## config.mk

```make
export PLATFORM = sky130hd
export DESIGN_NAME = conv_window_dispatcher
export DESIGN_NICKNAME = d
export VERILOG_FILES = /design/src/rtl/conv_disp_pkg.sv /design/src/rtl/lsb_prio_enc.sv /design/src/rtl/conv_window_dispatcher.sv
export SDC_FILE = /design/constraint.sdc
export NUM_CORES = 1
export LEC_CHECK = 0
export ABC_AREA = 1
export CORE_MARGIN = 8
export CORE_UTILIZATION = 25
export CTS_BUF_LIST = sky130_fd_sc_hd__clkbuf_16
export DETAILED_ROUTE_END_ITERATION = 6
export SLEW_MARGIN = 20
export SYNTH_ARGS = -nofsm -noshare
export SYNTH_HDL_FRONTEND = slang
export SYNTH_SLANG_ARGS = --single-unit
```

## constraint.sdc

```tcl
create_clock -name clk -period 22.6 [get_ports clk]
set_clock_uncertainty 0.1 [all_clocks]
set_input_delay 6.78 -clock clk [delete_from_list [all_inputs] [get_ports clk]]
set_output_delay 6.78 -clock clk [all_outputs]
set_load 0.03 [all_outputs]
```

## src/rtl/conv_disp_pkg.sv

```systemverilog
// Shared types and geometry helpers for the conv window dispatcher.
package conv_disp_pkg;

    typedef enum logic [1:0] {
        ST_IDLE  = 2'd0,
        ST_ISSUE = 2'd1,
        ST_DRAIN = 2'd2,
        ST_DONE  = 2'd3
    } state_e;

    // Output feature map side length; 0 when the geometry is unusable.
    function automatic int out_size(input int n, input int f, input int s, input int p);
        int span;
        span = n - f + 2 * p;
        if (s < 1 || span < 0) begin
            return 0;
        end
        return span / s + 1;
    endfunction

    // Number of window jobs in one layer.
    function automatic int total_jobs(input int n, input int f, input int nf,
                                      input int s, input int p);
        int o;
        o = out_size(n, f, s, p);
        return o * o * nf;
    endfunction

endpackage

```

## src/rtl/lsb_prio_enc.sv

```systemverilog
// Lowest-set-bit priority encoder: index of the lowest requesting bit plus an any flag.
module lsb_prio_enc #(
    parameter  int W  = 64,
    localparam int IW = (W > 1) ? $clog2(W) : 1
) (
    input  logic [W-1:0]  req,
    output logic [IW-1:0] idx,
    output logic          any
);

    // Scan upward and latch the first set bit found.
    always_comb begin
        idx = '0;
        any = 1'b0;
        for (int unsigned i = 0; i < W; i++) begin
            if (req[i] && !any) begin
                idx = IW'(i);
                any = 1'b1;
            end
        end
    end

endmodule

```

## src/rtl/conv_window_dispatcher.sv

```systemverilog
// Conv-layer job scheduler: walks (filt, oy, ox) and dispatches one window job per
// cycle to the lowest-index free MAC unit, then waits for all jobs to retire.
module conv_window_dispatcher
    import conv_disp_pkg::*;
#(
    parameter  int N     = 32,
    parameter  int F     = 3,
    parameter  int NF    = 4,
    parameter  int S     = 1,
    parameter  int P     = 0,
    parameter  int NMULT = 64,
    parameter  int CW    = 8,
    localparam int UW    = (NMULT > 1) ? $clog2(NMULT) : 1,
    localparam int FW    = (NF > 1) ? $clog2(NF) : 1
) (
    input  logic                 clk,
    input  logic                 rst,
    input  logic                 en,
    input  logic                 start,
    input  logic [NMULT-1:0]     unit_busy,
    input  logic [NMULT-1:0]     unit_done,
    output logic                 job_valid,
    output logic [UW-1:0]        job_unit,
    output logic [FW-1:0]        job_filt,
    output logic [CW-1:0]        job_oy,
    output logic [CW-1:0]        job_ox,
    output logic signed [CW:0]   job_row,
    output logic signed [CW:0]   job_col,
    output logic                 busy,
    output logic                 done
);

    localparam int OUT   = out_size(N, F, S, P);
    localparam int TOTAL = total_jobs(N, F, NF, S, P);
    localparam int OW    = $clog2(NMULT + 1);

    localparam logic [CW-1:0]        O_LAST = CW'(OUT - 1);
    localparam logic [FW-1:0]        F_LAST = FW'(NF - 1);
    localparam logic signed [CW:0]   S_W    = (CW + 1)'(S);
    localparam logic signed [CW:0]   P_W    = (CW + 1)'(P);

    // Reject geometries the walk counters cannot represent.
    if (S < 1) begin : g_bad_stride
        $error("conv_window_dispatcher: stride S must be >= 1");
    end
    if (P < 0 || P > F - 1) begin : g_bad_pad
        $error("conv_window_dispatcher: padding P must be in 0..F-1");
    end
    if (OUT < 1 || TOTAL < 1) begin : g_bad_out
        $error("conv_window_dispatcher: output size must be >= 1");
    end
    if (N + P >= (1 << CW)) begin : g_bad_cw
        $error("conv_window_dispatcher: CW too narrow for N+P");
    end

    state_e                  state_q, state_d;
    logic [CW-1:0]           ox_q, ox_d;
    logic [CW-1:0]           oy_q, oy_d;
    logic [FW-1:0]           filt_q, filt_d;
    logic [NMULT-1:0]        reserved_q, reserved_d;
    logic [OW-1:0]           outstanding_q, outstanding_d;
    logic                    job_valid_q, job_valid_d;
    logic [UW-1:0]           job_unit_q, job_unit_d;
    logic [FW-1:0]           job_filt_q, job_filt_d;
    logic [CW-1:0]           job_oy_q, job_oy_d;
    logic [CW-1:0]           job_ox_q, job_ox_d;
    logic signed [CW:0]      job_row_q, job_row_d;
    logic signed [CW:0]      job_col_q, job_col_d;

    logic [NMULT-1:0]        free;
    logic [UW-1:0]           grant_idx;
    logic                    grant_any;
    logic [NMULT-1:0]        grant_mask;
    logic                    dispatch;
    logic [OW-1:0]           retire_cnt;

    // Window top-left in image space: o*S - P, may be negative with padding.
    function automatic logic signed [CW:0] base_coord(input logic [CW-1:0] o);
        return $signed({1'b0, o}) * S_W - P_W;
    endfunction

    // A unit is free only once the pool has released it and no dispatch is pending on it.
    always_comb begin
        free = ~unit_busy & ~reserved_q;
    end

    lsb_prio_enc #(.W(NMULT)) u_free_enc (
        .req (free),
        .idx (grant_idx),
        .any (grant_any)
    );

    // Count retirements that hit a reserved unit; others are spurious and ignored.
    always_comb begin
        retire_cnt = '0;
        for (int unsigned i = 0; i < NMULT; i++) begin
            retire_cnt = retire_cnt + OW'(unit_done[i] & reserved_q[i]);
        end
    end

    // Next-state, walk counters, reservation bookkeeping and registered job fields.
    always_comb begin
        state_d       = state_q;
        ox_d          = ox_q;
        oy_d          = oy_q;
        filt_d        = filt_q;
        job_valid_d   = 1'b0;
        job_unit_d    = job_unit_q;
        job_filt_d    = job_filt_q;
        job_oy_d      = job_oy_q;
        job_ox_d      = job_ox_q;
        job_row_d     = job_row_q;
        job_col_d     = job_col_q;
        grant_mask    = '0;
        dispatch      = 1'b0;

        case (state_q)
            ST_IDLE: begin
                if (start) begin
                    state_d = ST_ISSUE;
                end
            end
            ST_ISSUE: begin
                if (grant_any) begin
                    dispatch    = 1'b1;
                    grant_mask  = NMULT'(1) << grant_idx;
                    job_valid_d = 1'b1;
                    job_unit_d  = grant_idx;
                    job_filt_d  = filt_q;
                    job_oy_d    = oy_q;
                    job_ox_d    = ox_q;
                    job_row_d   = base_coord(oy_q);
                    job_col_d   = base_coord(ox_q);
                    if (ox_q == O_LAST) begin
                        ox_d = '0;
                        if (oy_q == O_LAST) begin
                            oy_d = '0;
                            if (filt_q == F_LAST) begin
                                filt_d  = '0;
                                state_d = ST_DRAIN;
                            end else begin
                                filt_d = filt_q + FW'(1);
                            end
                        end else begin
                            oy_d = oy_q + CW'(1);
                        end
                    end else begin
                        ox_d = ox_q + CW'(1);
                    end
                end
            end
            ST_DRAIN: begin
                if (outstanding_q == '0) begin
                    state_d = ST_DONE;
                end
            end
            ST_DONE: begin
                state_d = ST_IDLE;
            end
            default: begin
                state_d = ST_IDLE;
            end
        endcase

        reserved_d    = (reserved_q & ~unit_done) | grant_mask;
        outstanding_d = outstanding_q + OW'(dispatch) - retire_cnt;

        // Abort wins over everything: forget the layer and any in-flight units.
        if (!en) begin
            state_d       = ST_IDLE;
            ox_d          = '0;
            oy_d          = '0;
            filt_d        = '0;
            reserved_d    = '0;
            outstanding_d = '0;
            job_valid_d   = 1'b0;
        end
    end

    // State, counters and registered outputs.
    always_ff @(posedge clk or posedge rst) begin
        if (rst) begin
            state_q       <= ST_IDLE;
            ox_q          <= '0;
            oy_q          <= '0;
            filt_q        <= '0;
            reserved_q    <= '0;
            outstanding_q <= '0;
            job_valid_q   <= 1'b0;
            job_unit_q    <= '0;
            job_filt_q    <= '0;
            job_oy_q      <= '0;
            job_ox_q      <= '0;
            job_row_q     <= '0;
            job_col_q     <= '0;
        end else begin
            state_q       <= state_d;
            ox_q          <= ox_d;
            oy_q          <= oy_d;
            filt_q        <= filt_d;
            reserved_q    <= reserved_d;
            outstanding_q <= outstanding_d;
            job_valid_q   <= job_valid_d;
            job_unit_q    <= job_unit_d;
            job_filt_q    <= job_filt_d;
            job_oy_q      <= job_oy_d;
            job_ox_q      <= job_ox_d;
            job_row_q     <= job_row_d;
            job_col_q     <= job_col_d;
        end
    end

    // Status decodes straight from the state register.
    always_comb begin
        busy = (state_q != ST_IDLE);
        done = (state_q == ST_DONE);
    end

    assign job_valid = job_valid_q;
    assign job_unit  = job_unit_q;
    assign job_filt  = job_filt_q;
    assign job_oy    = job_oy_q;
    assign job_ox    = job_ox_q;
    assign job_row   = job_row_q;
    assign job_col   = job_col_q;

endmodule

```

Word-level counts from Yosys, hierarchy flattened
Cells that the tools add are included.
Word-level totals
  logic and storage cells: 457
  register bits after elaboration: 116
  output and inout port bits: 45
  input bits: 132
Cells by class
  muxes and demuxes: 157
  reduce and logical (&&, ||, !) cells: 134
  bitwise logic cells: 70
  shift-type cells: 1
  eq/ne operators: 16
  $add $sub $neg: 68
Operators by type and width (number)
  7-bit by 1-bit adder with 7-bit output: 58
  6-bit two-way mux: 32
  64-bit two-way mux: 3
  64-bit inverter: 3
  64-bit bitwise AND: 2
  5-bit two-way mux: 16
  8-bit two-way mux: 9
  1-bit two-way mux: 68
  1-bit bitwise AND: 64
  64-bit OR: 1
  1-bit by 6-bit << shifter with 64-bit output, first input constant: 1
  1-bit logical AND: 63
  1-bit logical NOT: 63
  4-bit two-way mux: 8
  2-bit two-way mux: 15
  3-bit inequality test, second input constant: 6
  8-bit by 1-bit adder with 8-bit output, second input constant: 2
  8-bit by 5-bit == test with 1-bit output, second input constant: 2
  3-bit two-way mux: 4
  2-bit by 1-bit inequality test with 1-bit output, second input constant: 4
  2-bit case mux with 4 select lines: 1
  6-bit by 1-bit adder with 7-bit output: 1
  7-bit logical NOT: 1
  7-bit two-way mux: 1
  other kinds (15): 18

Longest topological paths before layout
  depth in word-level cells: 197
  depth in mapped cells: 50
  mapped depth without buffers: 50

Cells and area by module
Synthesis repeated with hierarchy kept, for this count alone.
Second synthesis, totals
  cell total of the unflattened synthesis: 1342
  area total of the unflattened synthesis: 10043.4 um^2
By module, submodules not included
  conv_window_dispatcher: instances 1, cells an instance 1104, area each 8823.5 um^2, sequential area each 2902.8 um^2
  lsb_prio_enc: instances 1, cells an instance 238, area each 1219.9 um^2, sequential area each 0.0 um^2

Worst setup path after synthesis
Ideal clock, no wire load.
  path kind: in2reg
  start: input port unit_busy[3]
  end: register outstanding_q[6]
  slack: 8037 ps
  path buffers: 0
  arrival: 14385 ps
  required time: 22423 ps
  stages: 50
  library setup time: 77 ps
  cell sequence: nor2_1 > nor2_2 > nand3_4 > nor2_4 > nand4_2 > nor2_4 > nand4_4 > nor2_4 > nand4_2 > nor2_4 > nand4_4 > nor2_4 > nand4_4 > nor2_4 > nand4_2 > nor2_4 > nand4_4 > nor2_4 > (+14 left out) > nand3_4 > nand2_8 > inv_6 > fa_1 > ha_1 > ha_1 > inv_1 > fa_1 > fa_1 > fa_1 > fa_1 > inv_1 > ha_1 > nand3_1 > nand2_1 > xnor2_1 > or2_2 > a21oi_1
On the way
  cells in the longest elaborated chain, start to end: 189
Ends and longest elaborated chain
  from (decl): line conv_window_dispatcher.sv:20  | input logic [NMULT-1:0] unit_busy,
  64-bit inverter *: line conv_window_dispatcher.sv:84  | free = ~unit_busy & ~reserved_q;
  64-bit bitwise AND *: line conv_window_dispatcher.sv:84
  1-bit logical AND *: line lsb_prio_enc.sv:16  | if (req[i] && !any) begin
  1-bit two-way mux *: line lsb_prio_enc.sv:16
  1-bit logical NOT: line lsb_prio_enc.sv:16
  1-bit logical AND: line lsb_prio_enc.sv:16
  1-bit two-way mux *: line lsb_prio_enc.sv:16
  1-bit logical NOT: line lsb_prio_enc.sv:16
  (+175 left out)
  1-bit two-way mux *: line lsb_prio_enc.sv:16
  1-bit two-way mux *: line conv_window_dispatcher.sv:124  | if (grant_any) begin
  1-bit two-way mux *: line conv_window_dispatcher.sv:117  | case (state_q)
  net dispatch: line conv_window_dispatcher.sv:74  | logic dispatch;
  7-bit by 1-bit adder with 7-bit output *: line conv_window_dispatcher.sv:166  | outstanding_d = outstanding_q + OW'(dispatch) - retire_cnt;
  7-bit subtractor *: line conv_window_dispatcher.sv:166
  7-bit two-way mux *: line conv_window_dispatcher.sv:169  | if (!en) begin
  net outstanding_d[6]: line conv_window_dispatcher.sv:61  | logic [OW-1:0] outstanding_q, outstanding_d;
  to (signal assigned): line conv_window_dispatcher.sv:202  | outstanding_q <= outstanding_d;
  to (decl): line conv_window_dispatcher.sv:61
Mark *: on every way through the listed nets, which the timed path passes. The rest lies on a longest branch.
A chain may end at the register's enable or synchronous reset.

Final worst setup path
  start: input port unit_busy[1]
  end: register outstanding_q[6]
On the way
  cells in the longest elaborated chain, start to end: 195
Ends and longest elaborated chain (line)
  64-bit inverter *: conv_window_dispatcher.sv:84
  64-bit bitwise AND *: conv_window_dispatcher.sv:84
  1-bit logical AND *: lsb_prio_enc.sv:16
  1-bit two-way mux *: lsb_prio_enc.sv:16
  1-bit logical NOT: lsb_prio_enc.sv:16
  1-bit logical AND: lsb_prio_enc.sv:16
  1-bit two-way mux *: lsb_prio_enc.sv:16
  1-bit logical NOT: lsb_prio_enc.sv:16
  (+181 left out)
  1-bit two-way mux *: lsb_prio_enc.sv:16
  1-bit two-way mux *: conv_window_dispatcher.sv:124
  1-bit two-way mux *: conv_window_dispatcher.sv:117
  net dispatch: conv_window_dispatcher.sv:74
  7-bit by 1-bit adder with 7-bit output *: conv_window_dispatcher.sv:166
  7-bit subtractor *: conv_window_dispatcher.sv:166
  7-bit two-way mux *: conv_window_dispatcher.sv:169
  net outstanding_d[6]: conv_window_dispatcher.sv:61
Marks and branches as above.

==> report_table.html <==
<table>
<tr><th>Metric</th><th>Value</th></tr>
<tr><th colspan="2">Logic synthesis</th></tr>
<tr><td>Leading post-synthesis cells by cell area</td><td>sky130_fd_sc_hd__dfrtp_1 29%, sky130_fd_sc_hd__fa_1 13%, sky130_fd_sc_hd__nand2_1 11%, sky130_fd_sc_hd__inv_1 10%, sky130_fd_sc_hd__ha_1 9.1%</td></tr>
<tr><td>Count of different cell masters after synthesis</td><td>48</td></tr>
<tr><td>Synthesized cell area</td><td>9900 um2</td></tr>
<tr><td>Synthesized area divided by synthesized cell count</td><td>7.90 um2</td></tr>
<tr><td>Number of enable flip-flop cells after synthesis</td><td>0</td></tr>
<tr><td>Sequential-to-total area share from yosys stat</td><td>29.3%</td></tr>
<tr><td>Top-area cell type share of the netlist area</td><td>29.3%</td></tr>
<tr><td>Ys async rst share</td><td>100%</td></tr>
<tr><td>Synthesized flop and latch total</td><td>116</td></tr>
<tr><td>Gate Count Post-Synth</td><td>1254</td></tr>
<tr><td>Cell type with the largest total area after synthesis</td><td>sky130_fd_sc_hd__dfrtp_1</td></tr>
<tr><td>Prevailing post-synth register cell</td><td>sky130_fd_sc_hd__dfrtp_1</td></tr>
<tr><td>Most repeated cell in the gate-level netlist after synthesis</td><td>sky130_fd_sc_hd__nand2_1</td></tr>
<tr><td>Warnings from Yosys</td><td>0</td></tr>
<tr><td>Most used standard cells in the synthesized netlist</td><td>282 x sky130_fd_sc_hd__nand2_1, 274 x sky130_fd_sc_hd__inv_1, 116 x sky130_fd_sc_hd__dfrtp_1</td></tr>
<tr><th colspan="2">Worst setup path</th></tr>
<tr><td>CP endpoint kind</td><td>flip-flop</td></tr>
<tr><td>Critical Path Max Stage Delay</td><td>510 ps</td></tr>
<tr><td>Crit path max-delay family</td><td>simple AND/OR/NAND/NOR gates</td></tr>
<tr><td>FF-to-FF path depth</td><td>50</td></tr>
<tr><td>Capturing point of the worst reg2reg path</td><td>outstanding_q[6]$_DFF_PP0_</td></tr>
<tr><td>Path type of the worst setup path</td><td>input pin to flip-flop</td></tr>
<tr><td>Kind of launch point of the worst setup path</td><td>input pin</td></tr>
<tr><td>R2R Path Start</td><td>reserved_q[3]$_DFF_PP0_</td></tr>
<tr><td>Peak fanout along the critical path</td><td>45</td></tr>
<tr><td>Library cell appearing most often on the critical path</td><td>sky130_fd_sc_hd__nor2_4</td></tr>
<tr><td>Buffering stage count on the worst path with inverters included</td><td>4</td></tr>
<tr><td>Worst path arrival time</td><td>15670 ps</td></tr>
<tr><td>Internal reg-to-reg setup slack</td><td>13600 ps</td></tr>
<tr><td>Data required time of the worst path</td><td>22870 ps</td></tr>
<tr><td>Worst-path cell with the longest stage delay</td><td>sky130_fd_sc_hd__fa_1</td></tr>
<tr><th colspan="2">Placed design</th></tr>
<tr><td>Sum of net half-perimeters after detailed placement</td><td>22900 um</td></tr>
<tr><td>Final GP Congestion</td><td>0.830</td></tr>
<tr><td>Quantity of I/O buffers inserted on ports</td><td>174</td></tr>
<tr><th colspan="2">Floorplan</th></tr>
<tr><td>Die area</td><td>46200 um2</td></tr>
<tr><td>Die extent in y</td><td>215 um</td></tr>
<tr><td>Ports placed on the boundary</td><td>177</td></tr>
<tr><td>Initial core utilization</td><td>25.1%</td></tr>
<tr><td>Std cell rows</td><td>73</td></tr>
<tr><td>Die boundary width</td><td>215 um</td></tr>
<tr><td>Core Footprint</td><td>39500 um2</td></tr>
<tr><th colspan="2">Clocking</th></tr>
<tr><td>Clock sink count</td><td>116</td></tr>
<tr><td>Clock Latency Late Sink</td><td>440 ps</td></tr>
<tr><td>CTS Hold Bufs</td><td>0</td></tr>
<tr><td>Post-cts resize count</td><td>0</td></tr>
<tr><td>Max Buffers Root-to-Sink</td><td>2</td></tr>
<tr><td>Clock root cell</td><td>sky130_fd_sc_hd__clkbuf_16</td></tr>
<tr><td>H-tree depth reported by CTS</td><td>4</td></tr>
<tr><td>Reg clk slew, reported paths</td><td>60 ps</td></tr>
<tr><td>Setup bufs post-CTS</td><td>0</td></tr>
<tr><td>Clock tree from TritonCTS</td><td>done</td></tr>
<tr><td>CTS Buf Count</td><td>17</td></tr>
<tr><th colspan="2">Detailed routing</th></tr>
<tr><td>Pre-Repair DR Iteration Count</td><td>5</td></tr>
<tr><td>Via-to-Cell Ratio</td><td>4.26</td></tr>
<tr><td>Vias post-DR</td><td>8292</td></tr>
<tr><td>Detail-routed net length per standard cell</td><td>14.5 um</td></tr>
<tr><td>Sum of routed wire length over all layers</td><td>28200 um</td></tr>
<tr><td>Remaining antenna violation count</td><td>0</td></tr>
<tr><td>Iteration-0 DRC Markers</td><td>457</td></tr>
<tr><td>DRC violations left</td><td>0</td></tr>
<tr><th colspan="2">Power and ir drop</th></tr>
<tr><td>Power share of the combinational group</td><td>48.1%</td></tr>
<tr><td>Switching power</td><td>412 uW</td></tr>
<tr><td>Flop pwr share</td><td>24.1%</td></tr>
<tr><td>Power Internal</td><td>615 uW</td></tr>
<tr><td>Worst-case vdd ir drop</td><td>0.0777 mV</td></tr>
<tr><td>Switching power share of the total</td><td>40.1%</td></tr>
<tr><td>Cell leakage power</td><td>6.17 nW</td></tr>
<tr><td>P per Cell Area</td><td>81.3 nW/um2</td></tr>
<tr><td>Clk network pwr share</td><td>27.8%</td></tr>
<tr><th colspan="2">Finish</th></tr>
<tr><td>Inserted Diodes</td><td>0</td></tr>
<tr><td>Final net count</td><td>1676</td></tr>
<tr><td>Layout cell share with drive strength beyond 1</td><td>7.73%</td></tr>
<tr><td>Syn-to-layout area delta</td><td>27.6%</td></tr>
<tr><th colspan="2">STA</th></tr>
<tr><td>Fmax</td><td>64.9 MHz</td></tr>
<tr><td>Final worst-path cycle share</td><td>68.2%</td></tr>
<tr><td>Setup repair after global routing missed its margin</td><td>no</td></tr>
<tr><td>Setup-failing EPs final</td><td>0</td></tr>
<tr><td>Worst slew margin relative to its limit</td><td>33.0%</td></tr>
<tr><td>Number of failing hold endpoints at the final stage</td><td>0</td></tr>
<tr><td>Max-slew violation total from the final report</td><td>0</td></tr>
<tr><td>Sum of negative setup slack</td><td>0 ps</td></tr>
<tr><td>Worst slew pin tran</td><td>980 ps</td></tr>
<tr><td>Crit path time final</td><td>15410 ps</td></tr>
<tr><td>Tightest hold margin</td><td>387 ps</td></tr>
<tr><th colspan="2">Global route</th></tr>
<tr><td>First-pass GRT wire length</td><td>45900 um</td></tr>
<tr><td>Largest net degree at the start of global routing</td><td>65</td></tr>
<tr><td>Congestion Overflow GR</td><td>0</td></tr>
<tr><td>Initial antenna violation count</td><td>0</td></tr>
<tr><td>Number of global-route vias before repair</td><td>8578</td></tr>
<tr><td>GR Util All Layers</td><td>12.5%</td></tr>
<tr><th colspan="2">Min path</th></tr>
<tr><td>End point of the most critical hold path</td><td>job_unit[1]$_DFFE_PP0P_</td></tr>
<tr><td>Start point of the worst hold path</td><td>job_unit[1]$_DFFE_PP0P_</td></tr>
<tr><td>Type of the most critical hold path</td><td>flip-flop to flip-flop</td></tr>
<tr><td>Number of instances on the worst hold path</td><td>2</td></tr>
<tr><th colspan="2">Run status</th></tr>
<tr><td>Result of the run</td><td>finished clean</td></tr>
<tr><th colspan="2">Job</th></tr>
<tr><td>Max-cap viol count</td><td>0</td></tr>
</table>
[sequential cells by signal, summed over array words and instances (netlist names)]
signal,count
job_row,8
job_unit,6
job_valid,1
state_q,2
outstanding_q,7
filt_q,2
job_col,8
oy_q,8
ox_q,8
job_filt,2
reserved_q,64
[placed cells by master, fill, tap and decap left out, types with 2 or more instances in the layout]
cell	count
sky130_fd_sc_hd__o21ai_1	17
sky130_fd_sc_hd__o21ai_2	12
sky130_fd_sc_hd__nor2_1	100
sky130_fd_sc_hd__bufinv_16	3
sky130_fd_sc_hd__nand2_1	282
sky130_fd_sc_hd__ha_1	71
sky130_fd_sc_hd__clkinv_2	3
sky130_fd_sc_hd__o21ai_0	7
sky130_fd_sc_hd__nor3_1	36
sky130_fd_sc_hd__inv_6	4
sky130_fd_sc_hd__conb_1	2
sky130_fd_sc_hd__clkinvlp_4	3
sky130_fd_sc_hd__nand3_4	2
sky130_fd_sc_hd__nor4_1	12
sky130_fd_sc_hd__clkdlybuf4s50_1	174
sky130_fd_sc_hd__nand3b_1	5
sky130_fd_sc_hd__nor2_4	15
sky130_fd_sc_hd__nand2_2	2
sky130_fd_sc_hd__inv_1	273
sky130_fd_sc_hd__o41ai_1	3
sky130_fd_sc_hd__buf_4	3
sky130_fd_sc_hd__nand3_1	42
sky130_fd_sc_hd__dfrtp_1	116
sky130_fd_sc_hd__or2_2	19
sky130_fd_sc_hd__xor2_1	8
sky130_fd_sc_hd__o22ai_1	2
sky130_fd_sc_hd__nand4_2	8
sky130_fd_sc_hd__a21oi_1	65
sky130_fd_sc_hd__fa_1	62
sky130_fd_sc_hd__nand4_1	17
sky130_fd_sc_hd__xnor2_1	8
sky130_fd_sc_hd__a211oi_1	3
sky130_fd_sc_hd__nor2_2	3
sky130_fd_sc_hd__nand4_4	7
sky130_fd_sc_hd__clkbuf_16	17
sky130_fd_sc_hd__clkinv_4	3
[power by group through the flow]
stage / Clock [mW] / Combinational, mW / Sequential, mW
after floorplan: 0 / 0.358 / 0.264
final: 0.286 / 0.494 / 0.247
after global routing: 0.303 / 0.569 / 0.250
after detailed placement: 0 / 0.501 / 0.251
after CTS: 0.295 / 0.505 / 0.247
after global placement: 0 / 0.484 / 0.251
[tightest hold or removal path, stage by stage, from the launching register on]
cell                      delay (ps)
sky130_fd_sc_hd__dfrtp_1         340
sky130_fd_sc_hd__nand2_1          50
sky130_fd_sc_hd__nand2_1          60
[worst max path at each step]
| stage | from | to | depth (start not counted) |
|---|---|---|---|
| 6_report | unit_busy[1] | outstanding_q[6]$_DFF_PP0_ | 51 |
| 5_1_grt | unit_busy[3] | outstanding_q[6]$_DFF_PP0_ | 51 |
| 4_1_cts | unit_busy[1] | outstanding_q[6]$_DFF_PP0_ | 51 |
| 3_5_place_dp | unit_busy[1] | outstanding_q[6]$_DFF_PP0_ | 51 |
| 3_3_place_gp | unit_busy[1] | outstanding_q[6]$_DFF_PP0_ | 51 |
| 2_1_floorplan | unit_busy[3] | outstanding_q[6]$_DFF_PP0_ | 50 |
[per-stage QoR]
stage               cells  cell area, um2  worst slack, ps  total power [mW]  utilization (%)
floorplan            1255            9910             8040             0.622                -
global placement     1916           12000             6860             0.734             30.5
detailed placement   1916           12000             6660             0.751             30.5
CTS                  1948           12600             7130              1.05             32.0
global route         1948           12600             6490              1.12             32.0
finish               1948           12600             7190              1.03             32.0
[area by class of cell]
cell class / instances / area [um2]
Timing Repair Buffer: 177 / 1760
Fill cell: 4210 / 26800
Clock inverter: 15 / 180
Tap cell: 525 / 657
Inverter: 276 / 1040
Clock buffer: 17 / 425
Sequential cell: 116 / 2900
Multi-Input combinational cell: 822 / 5660
[per-layer routing]
metal | track usage, % | wire length [um]
met5 | 0 | 0
met4 | 3.13 | 272
met1 | 16.3 | 13100
met2 | 20.0 | 13300
met3 | 3.75 | 1560
[kinds of logic after synthesis]
| kind of cell | share of synthesized area [%] |
|---|---|
| AO/OA/AOI/OAI | 6.52 |
| XOR/XNOR | 1.42 |
| adder cells (fa/ha/maj) | 21.6 |
| buffers and inverters | 13.6 |
| flip-flops | 29.3 |
| other | 0.0379 |
| AND/OR/NAND/NOR | 27.5 |
(Power assumes the default switching activity.)
